--- config.mk ---
export PLATFORM = sky130hd
export DESIGN_NAME = scie_issue_sequencer
export DESIGN_NICKNAME = d
export VERILOG_FILES = /design/src/rtl/scie_pkg.sv /design/src/rtl/scie_issue_sequencer.sv
export SDC_FILE = /design/constraint.sdc
export NUM_CORES = 1
export LEC_CHECK = 0
export ABC_CLOCK_PERIOD_IN_PS = 3900
export CAP_MARGIN = 20
export CORE_MARGIN = 2
export CORE_UTILIZATION = 55
export CTS_BUF_LIST = sky130_fd_sc_hd__clkbuf_16
export DETAILED_ROUTE_END_ITERATION = 10
export DONT_BUFFER_PORTS = 1
export HOLD_SLACK_MARGIN = 0.06
export PLACE_DENSITY_LB_ADDON = 0.25
export SYNTH_ARGS = -nofsm -noshare
export SYNTH_HDL_FRONTEND = slang
export SYNTH_SLANG_ARGS = --single-unit
--- constraint.sdc ---
create_clock -name clock -period 3.9 [get_ports clock]
set_clock_uncertainty 0.2 [all_clocks]
set_input_delay 0.78 -clock clock [delete_from_list [all_inputs] [get_ports clock]]
set_output_delay 0.78 -clock clock [all_outputs]
set_load 0.02 [all_outputs]
--- src/rtl/scie_pkg.sv ---
// scie_pkg: opcodes, command/state encodings and complex operand type for the SCIE issue sequencer.
package scie_pkg;
    localparam logic [31:0] INSN_LOAD = 32'h0000_000B;
    localparam logic [31:0] INSN_PUSH = 32'h0000_002B;
    localparam logic [31:0] INSN_READ = 32'h0000_005B;
    localparam int CPLX_W = 16;
    typedef enum logic {
        OP_LOAD   = 1'b0,
        OP_SAMPLE = 1'b1
    } cmd_op_e;
    typedef enum logic [2:0] {
        S_IDLE = 3'd0,
        S_COEF = 3'd1,
        S_PUSH = 3'd2,
        S_GAP  = 3'd3,
        S_READ = 3'd4,
        S_WAIT = 3'd5,
        S_OUT  = 3'd6
    } state_e;
    typedef struct packed {
        logic signed [CPLX_W-1:0] re;
        logic signed [CPLX_W-1:0] im;
    } cplx_t;
endpackage

--- src/rtl/scie_issue_sequencer.sv ---
// scie_issue_sequencer: issues load/push/read SCIE instructions for queued commands and returns the complex result.
module scie_issue_sequencer
    import scie_pkg::*;
#(
    parameter int W      = 16,
    parameter int NTAPS  = 5,
    parameter int GAP    = 1,
    parameter int RD_LAT = 1
) (
    input  logic                clock,
    input  logic                reset,
    input  logic                cmd_valid,
    output logic                cmd_ready,
    input  logic                cmd_op,
    input  logic signed [W-1:0] cmd_real,
    input  logic signed [W-1:0] cmd_imag,
    input  logic [31:0]         cmd_idx,
    output logic                scie_valid,
    output logic [31:0]         scie_insn,
    output logic signed [W-1:0] scie_rs1_real,
    output logic signed [W-1:0] scie_rs1_imag,
    output logic [31:0]         scie_rs2,
    input  logic signed [W-1:0] scie_rd_real,
    input  logic signed [W-1:0] scie_rd_imag,
    output logic                res_valid,
    input  logic                res_ready,
    output logic signed [W-1:0] res_real,
    output logic signed [W-1:0] res_imag,
    output logic                err,
    output logic                busy
);
    localparam int CMAX  = (GAP > RD_LAT) ? GAP : RD_LAT;
    localparam int CNT_W = $clog2(CMAX + 1);

    logic [2:0]         state;
    logic [CNT_W-1:0]   cnt;
    logic signed [W-1:0] op_re, op_im;
    logic [31:0]        op_idx;
    logic               st_coef, st_push, st_read;

    assign st_coef    = state == S_COEF;
    assign st_push    = state == S_PUSH;
    assign st_read    = state == S_READ;
    assign cmd_ready  = state == S_IDLE;
    assign busy       = state != S_IDLE;
    assign res_valid  = state == S_OUT;
    assign scie_valid = st_coef || st_push || st_read;
    assign scie_insn  = st_coef ? INSN_LOAD : st_push ? INSN_PUSH : st_read ? INSN_READ : 32'd0;
    assign scie_rs1_real = (st_coef || st_push) ? op_re : '0;
    assign scie_rs1_imag = (st_coef || st_push) ? op_im : '0;
    assign scie_rs2   = st_coef ? op_idx : 32'd0;

    always_ff @(posedge clock or negedge reset) begin
        if (!reset) begin
            state    <= S_IDLE;
            cnt      <= '0;
            op_re    <= '0;
            op_im    <= '0;
            op_idx   <= '0;
            res_real <= '0;
            res_imag <= '0;
            err      <= 1'b0;
        end else begin
            case (state)
                S_IDLE: if (cmd_valid) begin
                    op_re  <= cmd_real;
                    op_im  <= cmd_imag;
                    op_idx <= cmd_idx;
                    if (cmd_op == OP_SAMPLE) state <= S_PUSH;
                    else if (cmd_idx < 32'(NTAPS)) state <= S_COEF;
                    else err <= 1'b1;
                end
                S_COEF: state <= S_IDLE;
                S_PUSH: begin
                    state <= (GAP == 0) ? S_READ : S_GAP;
                    cnt   <= CNT_W'((GAP > 0) ? GAP - 1 : 0);
                end
                S_GAP: if (cnt == '0) state <= S_READ; else cnt <= cnt - 1'b1;
                S_READ: begin
                    state <= S_WAIT;
                    cnt   <= CNT_W'(RD_LAT - 1);
                end
                // the final WAIT cycle is the one in which the unit's read data is valid
                S_WAIT: if (cnt == '0) begin
                    state    <= S_OUT;
                    res_real <= scie_rd_real;
                    res_imag <= scie_rd_imag;
                end else cnt <= cnt - 1'b1;
                S_OUT: if (res_ready) state <= S_IDLE;
                default: state <= S_IDLE;
            endcase
        end
    end
endmodule
==> impl_metrics.yaml <==
placement:
  placed_cell_area_um2: 4940
  place.gp.congestion: 0.735
  hpwl_um: 6820
  dp.cells: 472
  io_buffer_count: 0
cts:
  post_cts_resized: 0
  cts_tree: "yes"
  cts_buffers: 9
  cts_root_buf: "clkbuf_16"
  clkTransAtPathRegs_ps: 70
  cts_buffer_depth: 2
  htree_levels: 3
  cts.sinks: 100
  worstSkewPairLatency_ps: 330
timing:
  setup-violations-final: 0
  clock.fmax_ghz: 0.294
  fin_setup_tns_ps: 0
  maxSlewViolCount: 0
  final.period_utilization_pct: 87.3
  hold_viol: 0
  worst_pin_slew_ps: 768
  min_period_ps: 3400
  slew_headroom_pct: 48.6
  rsz0062_at_grt: "no"
pwr:
  power.switching_mw: 2.00
  p_total_mw: 5.25
  pwr-share-comb_pct: 41.2
  p_leak_nw: 2.40
  switching_share_pct: 38.2
  peakVddDrop_uv: 511
  internal_power_mw: 3.25
  seq_power_share_pct: 40.3
  powerDensity_nw_per_um2: 991
  p_clk_share_pct: 18.5
yosys:
  yosys_warnings: 0
  ys_ff_latch: 100
  synth_area_per_cell_um2: 13.8
  synth_seq_area_share_pct: 51.8
  synthCells: 350
  synth_area_um2: 4830
  ys_types: 31
die:
  rows: 34
  die-height_um: 97.8
  io_pins: 234
  die-area_um2: 9560
  start_util_pct: 56.0
  die_w_um: 97.8
  coreArea_um2: 8640
drt:
  drt_iter0_markers: 103
  ant_nets: 0
  routed_wirelength_um: 9530
  via_per_inst: 5.39
  drt-wirelength-per-cell_um: 19.5
  vias: 2637
  dr.pass1.iters: 4
  drc: 0
global_route:
  grt_max_degree: 101
  grt_overflow: 0
  grt_antenna_before_repair: 0
  grt_pass1_wl_um: 15200
  grtUsageTotal_pct: 20.4
  grt_pass1_vias: 2776
cells_and_area:
  antennaDiodeCount: 0
  area_delta_synth_final_pct: 9.63
  drive_gt1_share_pct: 40.9
  final_common_cell: "dfrtp_1"
  final_nets: 477
  fin_cells: 489
  post-route-util_pct: 61.4
  fin_area_um2: 5300
  final_cell_mix: "dfrtp_1, mux2_4, mux2_2"
  fillers: 668
setup_path:
  cp.required_ps: 2920
  worst_setup_path_end_kind: "output port"
  crit_type: "register to output port"
  arrival_ps: 2420
  reg2reg_slack_ps: 1380
  worst-path-max-fanout: 24
  r2r_cells: 4
  start_kind: "register"
run:
  drv_cap: 0
outcome:
  status: "completed"
hold_path:
  min_path_type: "primary input to async pin"
-- path summary, 6_finish.rpt --
path                                 startpoint                     end
min in group clock         op_re[2]$_DFFE_PN0P_    op_re[2]$_DFFE_PN0P_
setup / recovery           state[1]$_DFFE_PN0P_            scie_insn[3]
hold reg to reg            op_re[2]$_DFFE_PN0P_    op_re[2]$_DFFE_PN0P_
setup reg to reg           state[1]$_DFFE_PN0P_   op_im[13]$_DFFE_PN0P_
hold / removal                            reset  op_idx[16]$_DFFE_PN0P_
max in group asynchronous                 reset   op_im[15]$_DFFE_PN0P_
-- state kept, by name, summed over array words and instances, names as in the netlist --
name and count:
err 1, op_idx 32, op_im 16, op_re 16, res_imag 16, res_real 16
state 3
-- kinds of logic (layout without fill, tap and decap cells) --
| group | after synthesis | in the layout | share of synthesized area (%) |
|---|---|---|---|
| buffers and inverters | 50 | 56 | 8.64 |
| other | 1 | 26 | 0.0776 |
| AO/OA/AOI/OAI | 9 | 9 | 1.11 |
| multiplexers | 96 | 96 | 26.2 |
| AND/OR/NAND/NOR | 94 | 94 | 12.2 |
| flip-flops | 100 | 100 | 51.8 |
-- synth_stat cells, drive strengths merged --
master / number / share of area (%)
clkbuf: 3 / 0.23
nor2: 5 / 0.44
conb: 1 / 0.078
inv: 2 / 0.16
dfrtp: 100 / 52
buf: 45 / 8.3
nor4: 6 / 0.78
nor3b: 1 / 0.26
nor3: 5 / 0.85
nand3b: 1 / 0.16
o31a: 1 / 0.18
a211oi: 1 / 0.16
mux2: 96 / 26
nor2b: 33 / 4.3
and2: 33 / 4.3
nand3: 2 / 0.31
o21ai: 5 / 0.52
nand4: 1 / 0.13
o21bai: 1 / 0.16
nand2: 5 / 0.39
nand2b: 2 / 0.26
a21oi: 1 / 0.10
-- critical path: stages, from the launching register on --
cell	delay [ps]
dfrtp_1	570
inv_1	150
nor3_2	510
nor2_2	220
buf_4	280
o21ai_1	110
buf_4	240
-- per-layer routing --
layer  track usage [%]  wire, um  vias to the layer above
li1                  -         -                     1176
met1              24.8      3580                     1294
met2              32.6      4790                      148
met3              8.02       922                       19
met4              8.87       245                        0
met5                 0         0                        -
-- power groups by stage --
| stage | sequential (mW) | clock (mW) | combinational, mW |
|---|---|---|---|
| after floorplan | 1.99 | 0 | 1.88 |
| after CTS | 2.12 | 0.994 | 2.20 |
| after global routing | 2.19 | 1.03 | 2.32 |
| after detailed placement | 2.13 | 0 | 2.17 |
| after global placement | 2.11 | 0 | 2.12 |
| final | 2.12 | 0.971 | 2.16 |
-- cell type report --
class	instances	area (um2)	area share, %
Clock buffer	9	225	4.25
Clock inverter	7	104	1.96
Inverter	2	7.51	0.142
Multi-Input combinational cell	225	2010	37.9
Sequential cell	100	2500	47.2
Tap cell	108	135	2.55
Timing Repair Buffer	38	318	6.00
-- repair_timing --
action	CTS	global route
hold endpoints to repair	100	0
buffers inserted	0	0
hold buffers	1	0
endpoints found under the setup margin	0	0
-- through the flow --
step | setup slack, ps | hold WS (ps)
floorplan | 1060 | 273
global placement | 894 | 282
detailed placement | 853 | 287
CTS | 483 | 192
global route | 323 | 199
finish | 495 | 168
(Power assumes the default switching activity.)
